[config.mk]
export PLATFORM = sky130hd
export DESIGN_NAME = quiz_round_ctrl_flat
export DESIGN_NICKNAME = d
export VERILOG_FILES = /design/src/rtl/quiz_round_if.sv /design/src/rtl/quiz_round_ctrl.sv /design/src/flat_wrapper.sv
export SDC_FILE = /design/constraint.sdc
export NUM_CORES = 1
export LEC_CHECK = 0
export CAP_MARGIN = 20
export CORE_ASPECT_RATIO = 1.1
export CORE_MARGIN = 2
export CORE_UTILIZATION = 60
export DETAILED_ROUTE_END_ITERATION = 10
export GPL_ROUTABILITY_DRIVEN = 1
export PLACE_DENSITY_LB_ADDON = 0.05
export SYNTH_ARGS = -nofsm -noshare
export SYNTH_HDL_FRONTEND = slang
export SYNTH_SLANG_ARGS = --single-unit
[constraint.sdc]
create_clock -name clk -period 3.6 [get_ports clk]
set_input_delay 0.72 -clock clk [delete_from_list [all_inputs] [get_ports clk]]
set_output_delay 0.72 -clock clk [all_outputs]
set_load 0.005 [all_outputs]
[src/rtl/quiz_round_if.sv]
// Joystick/answer inputs and round status outputs of the quiz round controller.
// The controller takes the slave view; the game top (or bench) takes the master view.
interface quiz_round_if;
  logic [3:0] joyInL;
  logic [3:0] joyInR;
  logic [2:0] ans;
  logic [2:0] qIndex;
  logic [2:0] scoreLeft;
  logic [2:0] scoreRight;
  logic       resultValid;
  logic [1:0] resultCode;
  logic       gameOver;
  logic       winnerL;
  logic       winnerR;

  modport master (
    output joyInL, joyInR, ans,
    input  qIndex, scoreLeft, scoreRight, resultValid, resultCode,
           gameOver, winnerL, winnerR
  );

  modport slave (
    input  joyInL, joyInR, ans,
    output qIndex, scoreLeft, scoreRight, resultValid, resultCode,
           gameOver, winnerL, winnerR
  );
endinterface

[src/rtl/quiz_round_ctrl.sv]
// Round sequencer for the two-player quiz: buzz arbitration, judging, scores, game over.
// Optional macro WRONG_PENALTY_EN: a wrong answer locks that player out and reopens the question.
module quiz_round_ctrl #(
  parameter int NUM_Q       = 8,
  parameter int WIN_SCORE   = 5,
  parameter int TIMEOUT     = 1000,
  parameter int RESULT_HOLD = 500
) (
  input  logic         clk,
  input  logic         rst,
  quiz_round_if.slave  bus
);

  typedef enum logic [2:0] {ASK, WAIT, JUDGE, SHOW, OVER} state_t;

  localparam int TW = $clog2(TIMEOUT + 1);
  localparam int HW = $clog2(RESULT_HOLD + 1);
  localparam logic [TW-1:0] TLAST = TW'(TIMEOUT - 1);
  localparam logic [HW-1:0] HLAST = HW'(RESULT_HOLD - 1);
  localparam logic [2:0]    QLAST = 3'(NUM_Q - 1);
  localparam logic [2:0]    WIN   = 3'(WIN_SCORE);

  function automatic logic [2:0] decode(input logic [3:0] joy);
    case (joy)
      4'b1110: decode = 3'd1;
      4'b1101: decode = 3'd2;
      4'b1011: decode = 3'd3;
      4'b0111: decode = 3'd4;
      default: decode = 3'd0;
    endcase
  endfunction

  function automatic logic [2:0] sat_inc(input logic [2:0] s);
    sat_inc = (s >= WIN) ? WIN : s + 3'd1;
  endfunction

  state_t        state;
  logic [3:0]    joy_l_p0, joy_l_p1, joy_r_p0, joy_r_p1;
  logic [TW-1:0] tmo_cnt;
  logic [HW-1:0] hold_cnt;
  logic          token_r;
  logic          sel_r;
  logic [2:0]    code_r;
  logic [2:0]    dec_l, dec_r;
  logic          press_l, press_r;

  assign dec_l = decode(joy_l_p0);
  assign dec_r = decode(joy_r_p0);

`ifdef WRONG_PENALTY_EN
  logic lock_l, lock_r;
  assign press_l = (dec_l != 3'd0) && (joy_l_p1 == 4'hF) && !lock_l;
  assign press_r = (dec_r != 3'd0) && (joy_r_p1 == 4'hF) && !lock_r;
`else
  assign press_l = (dec_l != 3'd0) && (joy_l_p1 == 4'hF);
  assign press_r = (dec_r != 3'd0) && (joy_r_p1 == 4'hF);
`endif

  always_ff @(posedge clk) begin
    if (rst) begin
      state           <= ASK;
      joy_l_p0        <= 4'hF;
      joy_l_p1        <= 4'hF;
      joy_r_p0        <= 4'hF;
      joy_r_p1        <= 4'hF;
      tmo_cnt         <= '0;
      hold_cnt        <= '0;
      token_r         <= 1'b0;
      sel_r           <= 1'b0;
      code_r          <= 3'd0;
      bus.qIndex      <= 3'd0;
      bus.scoreLeft   <= 3'd0;
      bus.scoreRight  <= 3'd0;
      bus.resultValid <= 1'b0;
      bus.resultCode  <= 2'b00;
      bus.gameOver    <= 1'b0;
      bus.winnerL     <= 1'b0;
      bus.winnerR     <= 1'b0;
`ifdef WRONG_PENALTY_EN
      lock_l          <= 1'b0;
      lock_r          <= 1'b0;
`endif
    end else begin
      // p0 = current joystick sample, p1 = previous; a press is a fresh edge from all-released
      joy_l_p0 <= bus.joyInL;
      joy_l_p1 <= joy_l_p0;
      joy_r_p0 <= bus.joyInR;
      joy_r_p1 <= joy_r_p0;

      unique case (state)
        ASK: begin
          tmo_cnt <= '0;
`ifdef WRONG_PENALTY_EN
          lock_l  <= 1'b0;
          lock_r  <= 1'b0;
`endif
          state   <= WAIT;
        end
        WAIT: begin
          if (press_l || press_r) begin
            if (press_l && press_r) begin
              sel_r   <= token_r;
              code_r  <= token_r ? dec_r : dec_l;
              token_r <= ~token_r;
            end else begin
              sel_r   <= press_r;
              code_r  <= press_r ? dec_r : dec_l;
            end
            state <= JUDGE;
          end else if (tmo_cnt == TLAST) begin
            bus.resultCode  <= 2'b00;
            bus.resultValid <= 1'b1;
            hold_cnt        <= '0;
            state           <= SHOW;
          end else begin
            tmo_cnt <= tmo_cnt + 1'b1;
          end
        end
        JUDGE: begin
          if (code_r == bus.ans) begin
            if (sel_r) bus.scoreRight <= sat_inc(bus.scoreRight);
            else       bus.scoreLeft  <= sat_inc(bus.scoreLeft);
            bus.resultCode  <= sel_r ? 2'b10 : 2'b01;
            bus.resultValid <= 1'b1;
            hold_cnt        <= '0;
            state           <= SHOW;
          end else begin
`ifdef WRONG_PENALTY_EN
            // the timeout counter keeps running across the reopened question
            if (sel_r) lock_r <= 1'b1;
            else       lock_l <= 1'b1;
            if (sel_r ? lock_l : lock_r) begin
              bus.resultCode  <= 2'b11;
              bus.resultValid <= 1'b1;
              hold_cnt        <= '0;
              state           <= SHOW;
            end else begin
              bus.resultValid <= 1'b0;
              state           <= WAIT;
            end
`else
            bus.resultCode  <= 2'b11;
            bus.resultValid <= 1'b1;
            hold_cnt        <= '0;
            state           <= SHOW;
`endif
          end
        end
        SHOW: begin
          if (hold_cnt == HLAST) begin
            bus.resultValid <= 1'b0;
            if (bus.scoreLeft == WIN || bus.scoreRight == WIN) begin
              bus.gameOver <= 1'b1;
              bus.winnerL  <= (bus.scoreLeft == WIN);
              bus.winnerR  <= (bus.scoreRight == WIN);
              state        <= OVER;
            end else begin
              bus.qIndex <= (bus.qIndex == QLAST) ? 3'd0 : bus.qIndex + 3'd1;
              state      <= ASK;
            end
          end else begin
            hold_cnt <= hold_cnt + 1'b1;
          end
        end
        OVER: begin
          state <= OVER;
        end
        default: state <= ASK;
      endcase
    end
  end

endmodule

[src/flat_wrapper.sv]
// flat-port wrapper written by rule: the top's interface ports become plain ports
module quiz_round_ctrl_flat 
#(
  parameter int NUM_Q       = 8,
  parameter int WIN_SCORE   = 5,
  parameter int TIMEOUT     = 1000,
  parameter int RESULT_HOLD = 500
)
  (clk, rst, bus_joyInL, bus_joyInR, bus_ans, bus_qIndex, bus_scoreLeft, bus_scoreRight, bus_resultValid, bus_resultCode, bus_gameOver, bus_winnerL, bus_winnerR);
  quiz_round_if bus_i ();
  input  logic clk;
  input  logic rst;
  input wire logic [$bits(bus_i.joyInL)-1:0] bus_joyInL;
  input wire logic [$bits(bus_i.joyInR)-1:0] bus_joyInR;
  input wire logic [$bits(bus_i.ans)-1:0] bus_ans;
  output wire logic [$bits(bus_i.qIndex)-1:0] bus_qIndex;
  output wire logic [$bits(bus_i.scoreLeft)-1:0] bus_scoreLeft;
  output wire logic [$bits(bus_i.scoreRight)-1:0] bus_scoreRight;
  output wire logic [$bits(bus_i.resultValid)-1:0] bus_resultValid;
  output wire logic [$bits(bus_i.resultCode)-1:0] bus_resultCode;
  output wire logic [$bits(bus_i.gameOver)-1:0] bus_gameOver;
  output wire logic [$bits(bus_i.winnerL)-1:0] bus_winnerL;
  output wire logic [$bits(bus_i.winnerR)-1:0] bus_winnerR;
  assign bus_i.joyInL = bus_joyInL;
  assign bus_i.joyInR = bus_joyInR;
  assign bus_i.ans = bus_ans;
  assign bus_qIndex = bus_i.qIndex;
  assign bus_scoreLeft = bus_i.scoreLeft;
  assign bus_scoreRight = bus_i.scoreRight;
  assign bus_resultValid = bus_i.resultValid;
  assign bus_resultCode = bus_i.resultCode;
  assign bus_gameOver = bus_i.gameOver;
  assign bus_winnerL = bus_i.winnerL;
  assign bus_winnerR = bus_i.winnerR;
  quiz_round_ctrl #(.NUM_Q(NUM_Q), .WIN_SCORE(WIN_SCORE), .TIMEOUT(TIMEOUT), .RESULT_HOLD(RESULT_HOLD)) u_core (.clk(clk), .rst(rst), .bus(bus_i));
endmodule
### Word-level counts from Yosys, hierarchy flattened

Index checks and enable logic that the tools add are counted.

| storage, ports and cells | value |
|---|---|
| bits in registers | 58 |
| latch bits | 0 |
| bits in writable memories | 0 |
| ROM bits | 0 |
| input port bits | 13 |
| output and inout port bits | 15 |
| memories kept | 0 |

| operators by class | value |
|---|---|
| $add $sub $neg | 5 |
| multipliers | 0 |
| divide/modulo/power cells | 0 |
| $lt $le $gt $ge | 2 |
| equal/unequal tests | 26 |
| shift operators | 0 |
| mux-type cells | 30 |
| bitwise logic cells | 3 |
| reduce and logical (&&, ||, !) cells | 22 |

Operators by type and width:

| operator | count |
|---|---|
| 4-bit == test (second input constant) | 8 |
| 3-bit 2-to-1 mux | 10 |
| 9-bit 2-to-1 mux | 3 |
| 9-bit one-hot mux with 3 select lines | 1 |
| 3-bit one-hot mux with 4 select lines | 2 |
| 3-bit AND reduction | 7 |
| 10-bit 2-to-1 mux | 2 |
| 10-bit one-hot mux with 2 select lines | 1 |
| 3-bit one-hot mux with 5 select lines | 1 |
| 3-bit == test (second input constant) | 4 |
| 10-bit by 1-bit adder with 10-bit output (second input constant) | 1 |
| 10-bit == test (second input constant) | 1 |
| 3-bit by 1-bit adder with 3-bit output (second input constant) | 3 |
| 9-bit by 1-bit adder with 9-bit output (second input constant) | 1 |
| 9-bit == test (second input constant) | 1 |
| 3-bit nonzero test | 3 |
| 4-bit by 3-bit == test with 1-bit output (second input constant) | 2 |
| 2-bit 2-to-1 mux | 4 |
| 4-bit AND reduction | 2 |
| 3-bit by 2-bit == test with 1-bit output (second input constant) | 2 |
| 3-bit greater-or-equal comparator (second input constant) | 2 |
| 2-bit inequality test (second input constant) | 3 |
| 1-bit 2-to-1 mux | 4 |
| 2-bit by 1-bit inequality test with 1-bit output (second input constant) | 2 |
| other kinds (11) | 18 |

### Logic depth before layout (Yosys ltp)

| depth | value |
|---|---|
| depth after elaboration | 7 |
| mapped depth | 8 |
| depth with buffers taken out | 7 |

### Least setup slack after synthesis

OpenSTA, ideal clock, no wires.

| timing | value |
|---|---|
| path type | input-to-reg |
| from | input port bus_ans[0] |
| to | register u_core.bus.scoreLeft[2] |
| library setup time | 0.091 ns |
| arrival | 1.844 ns |
| required time | 3.509 ns |
| setup slack | 1.665 ns |
| cell stages on the path | 5 |
| buffers on the path | 0 |
| cells stage by stage | xnor2_1 -> nand3_1 -> nor4_1 -> a21oi_1 -> a311oi_1 |

| between the ends | value |
|---|---|
| cells in the longest elaborated chain, start to end | 2 |

Ends and longest elaborated chain:

| what | line | source |
|---|---|---|
| start: declaration | flat_wrapper.sv:15 | `input wire logic [$bits(bus_i.ans)-1:0] bus_ans;` |
| 3-bit == test | quiz_round_ctrl.sv:120 | `if (code_r == bus.ans) begin` |
| 3-bit AND reduction (no line) | -- |  |
| end signal: assignment | quiz_round_ctrl.sv:122 | `else bus.scoreLeft <= sat_inc(bus.scoreLeft);` |
| end: declaration | quiz_round_if.sv:24 | `output qIndex, scoreLeft, scoreRight, resultValid, resultCode,` |

Every way passes these cells.
A chain may end at the register's enable or synchronous reset.

### Final worst setup path

| timing | value |
|---|---|
| from | register u_core.tmo_cnt[0] |
| to | register u_core.tmo_cnt[5] |

| between the ends | value |
|---|---|
| cells in the longest elaborated chain, start to end | 4 |

Ends and longest elaborated chain:

| what | line | source |
|---|---|---|
| start: declaration | quiz_round_ctrl.sv:39 | `logic [TW-1:0] tmo_cnt;` |
| start signal: assignment | quiz_round_ctrl.sv:116 | `tmo_cnt <= tmo_cnt + 1'b1;` |
| 10-bit by 1-bit adder with 10-bit output | quiz_round_ctrl.sv:116 |  |
| 10-bit 2-to-1 mux | quiz_round_ctrl.sv:110 | `end else if (tmo_cnt == TLAST) begin` |
| 10-bit 2-to-1 mux | quiz_round_ctrl.sv:100 | `if (press_l \|\| press_r) begin` |
| 10-bit one-hot mux with 2 select lines | quiz_round_ctrl.sv:90 | `unique case (state)` |

Several ways; a longest one is shown, not always the timed one. The select of a mux whose other input is x is not followed.

==> results.md <==
- Final hold slack: approximately 0.46 ns
- Post-route minimum period: between 2 and 2.5 ns
- Post-route clock skew: between 0.005 and 0.006 ns
- Post-synthesis sequential area ratio: approximately 43%
- Post-CTS setup buffers: 0
- Crit share post-route: about two thirds
- Commonest non-fill, non-tap cells in the layout: dfxtp_1, nor2_1, clkdlybuf4s50_1
- Post-Layout Inst Area: 3210 um^2
- Ys async rst share: 0%
- Overall global routing resource usage: around a quarter
- Cell Rows: 25
- Clock Tree Buf Depth: 2
- Commonest non-fill, non-tap cell in the layout: dfxtp_1
- Kind of cell adding the most delay to the critical path: simple AND/OR/NAND/NOR gates
- Setup crit start kind: flip-flop
- Min-delay worst type: reg -> reg
- Die width: 68.2 um
- Detailed placement HPWL: 3700 um
- Antenna viol nets, final: 0
- Setup WS post-layout: 1.16 ns
- # fillers: 342
- Relative slew margins: 38.8%
- Clock network latency to the later pin of the worst-skew pair: 0.34 ns
- Yosys cell types: 49
- Leakage: 1.19 nW
- Critical path buffer and inverter count: 0
- EDFF count, synth: 0
- DIE HEIGHT: 74.7 um
- Vias in the first global route: 2,041
- Peak supply drop: 251 uV
- Finish-stage setup viols: 0
- Crit path DAT: between 2 and 3 ns
- Slowest stage delay, CP: 0.74 ns
- Clock Root Buffer: clkbuf_8
- Fin nets: 351
- Yosys synthesis warning count: 0
- Combinational fraction of design power: a little over a tenth
- Slew @ Worst Pin: 0.906 ns
- H-Tree Depth: 3
- Max-cap violation count: 0
- Crit. End Element: flip-flop
- Data required, critical path: 3.87 ns
- I/O pins: 28
- Flop2flop setup slack: 1.16 ns
- Slowest-stage cell, CP: a41oi_1
- DRT Wirelength: 5350 um
- Reg power frac: 48.0%
- Drt first pass iters: 4
- DR vias/cell: 5.69
- Status: completed
- Iteration-0 DRC Markers: 86
- RSZ-0062 raised after global routing: false
- CTS Sinks: 58
- CP Cell Sequence: ha_1 -> and4_1 -> a41oi_1 -> nand4b_1 -> or3_1 -> a21oi_1
- Pre-CTS setup slack: 0.950 ns
- Gpl congestion: 0.767
- Most used flip-flop cell after synthesis: dfxtp_1
- Die area: approximately 5100 um^2
- Worst Setup Path Type: reg -> reg
- Clock transition at the registers of the reported paths: 0.06 ns
- Critical Path Fanout Max: 11
- NetSw: 0.000354 W
- Sw Share: 24.7%
- Post-Syn Instances: 304
- CTS tree: built
- TNS Setup: 0 ns
- # DRC: 0
- CTS Buf Count: 9
- Layout area overhead: 17.7%
- Hold Crit Start: u_core.bus.winnerR
- Post-cts sizing count: 0
- Largest net degree at the start of global routing: 23
- Placeable Area: around 4300 um^2
- #FFs+latches synth: 58
- Pint: 0.00108 W
- Vias: 2,213
- Diode count: 0
- CP startpoint: u_core.tmo_cnt[0]
- Port bufs: 27
- Origin of the critical flop-to-flop path: u_core.tmo_cnt[0]
- Starting Density: 62.6%
- Synthesized Nets: 325
- Post-Syn Area: 2720 um^2
- Post-Place Cell Area: 3010 um^2
- Max Freq: 0.409 GHz
- DR WL/cell: 13.8 um
- Syn avg cell area: 8.96 um^2
- Antenna violations before repair: 0
- Clk pwr share: about two fifths
- First-pass GRT wire length: 9070 um
- # hold bufs at CTS: 0
- P per Cell Area: 448 nW/um^2
- Overall power: 0.00144 W
- Share of layout cells above drive strength 1: 12.8%
- Final Hold Fails: 0
- Pins Over Slew Limit: 0
- Grt ovf: 0
power by group through the flow:
stage,clock [W],combinational (W),sequential (W)
finish,0.000589,0.000158,0.000689
global placement,0,0.000154,0.000702
CTS,0.000598,0.000159,0.000689
global route,0.000631,0.000178,0.000693
floorplan,0,0.000127,0.000690
detailed placement,0,0.000158,0.000703
synth_stat cells, drive strengths merged, types with 2 or more instances:
cell	count	share of area, %
a211oi	3	0.83
a21oi	22	4.0
a22oi	2	0.55
a311oi	2	0.64
a31oi	2	0.46
a41oi	3	0.96
and2	6	1.5
and3	3	0.69
and4	2	0.64
buf	9	2.1
clkbuf	6	0.83
dfxtp	58	43
ha	8	3.7
inv	7	0.96
mux2i	4	1.5
nand2	18	2.5
nand2b	6	1.4
nand3	11	2.0
nand4	12	2.8
nand4b	5	1.6
nor2	30	4.1
nor3	11	2.2
nor3b	2	0.55
nor4	2	0.46
o211ai	2	0.92
o21a	4	1.1
o21ai	5	0.92
o31ai	2	0.55
or2	17	3.9
or3	5	1.1
or4	4	1.1
xnor2	9	3.4
xor2	11	3.5
cell type report:
class / instances / area (um^2) / area share (%)
clock buffer: 15 / 196 / 6.13
clock inverter: 1 / 5.00 / 0.156
inverter: 7 / 26.3 / 0.819
multi-input combinational: 224 / 1460 / 45.5
sequential: 58 / 1160 / 36.2
tap: 54 / 67.6 / 2.11
timing repair buffer: 30 / 293 / 9.13
per-layer routing:
metal / vias up / part of all wire [%] / track usage [%]
li1: 1140 / - / -
met2: 34 / 48 / 39.5
met5: - / 0 / 0
met1: 1030 / 46 / 29.4
met3: 9 / 4.0 / 7.03
met4: 0 / 2.0 / 10.0
per-stage QoR:
step	utilization (%)	std cells
finish	73.8	389
floorplan	-	304
detailed placement	69.1	373
global placement	69.1	373
CTS	73.8	389
global route	73.8	389
worst paths after layout:
| kind | to | cells after the start |
|---|---|---|
| max | u_core.tmo_cnt[5] | 6 |
| min | u_core.bus.winnerR | 2 |
| max reg2reg | u_core.tmo_cnt[5] | 6 |
| min reg2reg | u_core.bus.winnerR | 2 |
registers in the layout, summed over array words and instances (netlist names), 2 cells and up:
name and count:
u_core.joy_r_p1 4, u_core.bus.scoreRight 3, u_core.bus.resultCode 2, u_core.state 3, u_core.joy_l_p1 4, u_core.bus.scoreLeft 3, u_core.hold_cnt 9, u_core.tmo_cnt 10
u_core.bus.qIndex 3, u_core.joy_l_p0 4, u_core.joy_r_p0 4, u_core.code_r 3
tightest hold or removal path, stage by stage (launching register included):
cell and delay [ns]:
dfxtp_1 0.31, nand2_1 0.05, a21oi_1 0.05
kinds of logic (layout without fill, tap and decap cells):
family | count (synthesis) | count (layout) | share of synthesized area [%]
AO/OA/AOI/OAI | 52 | 52 | 12.8
adder cells (fa/ha/maj) | 8 | 8 | 3.67
buffers and inverters | 22 | 53 | 3.86
AND/OR/NAND/NOR | 140 | 140 | 28.6
XOR/XNOR | 20 | 20 | 6.98
flip-flops | 58 | 58 | 42.6
multiplexers | 4 | 4 | 1.47
(Power assumes the default switching activity.)
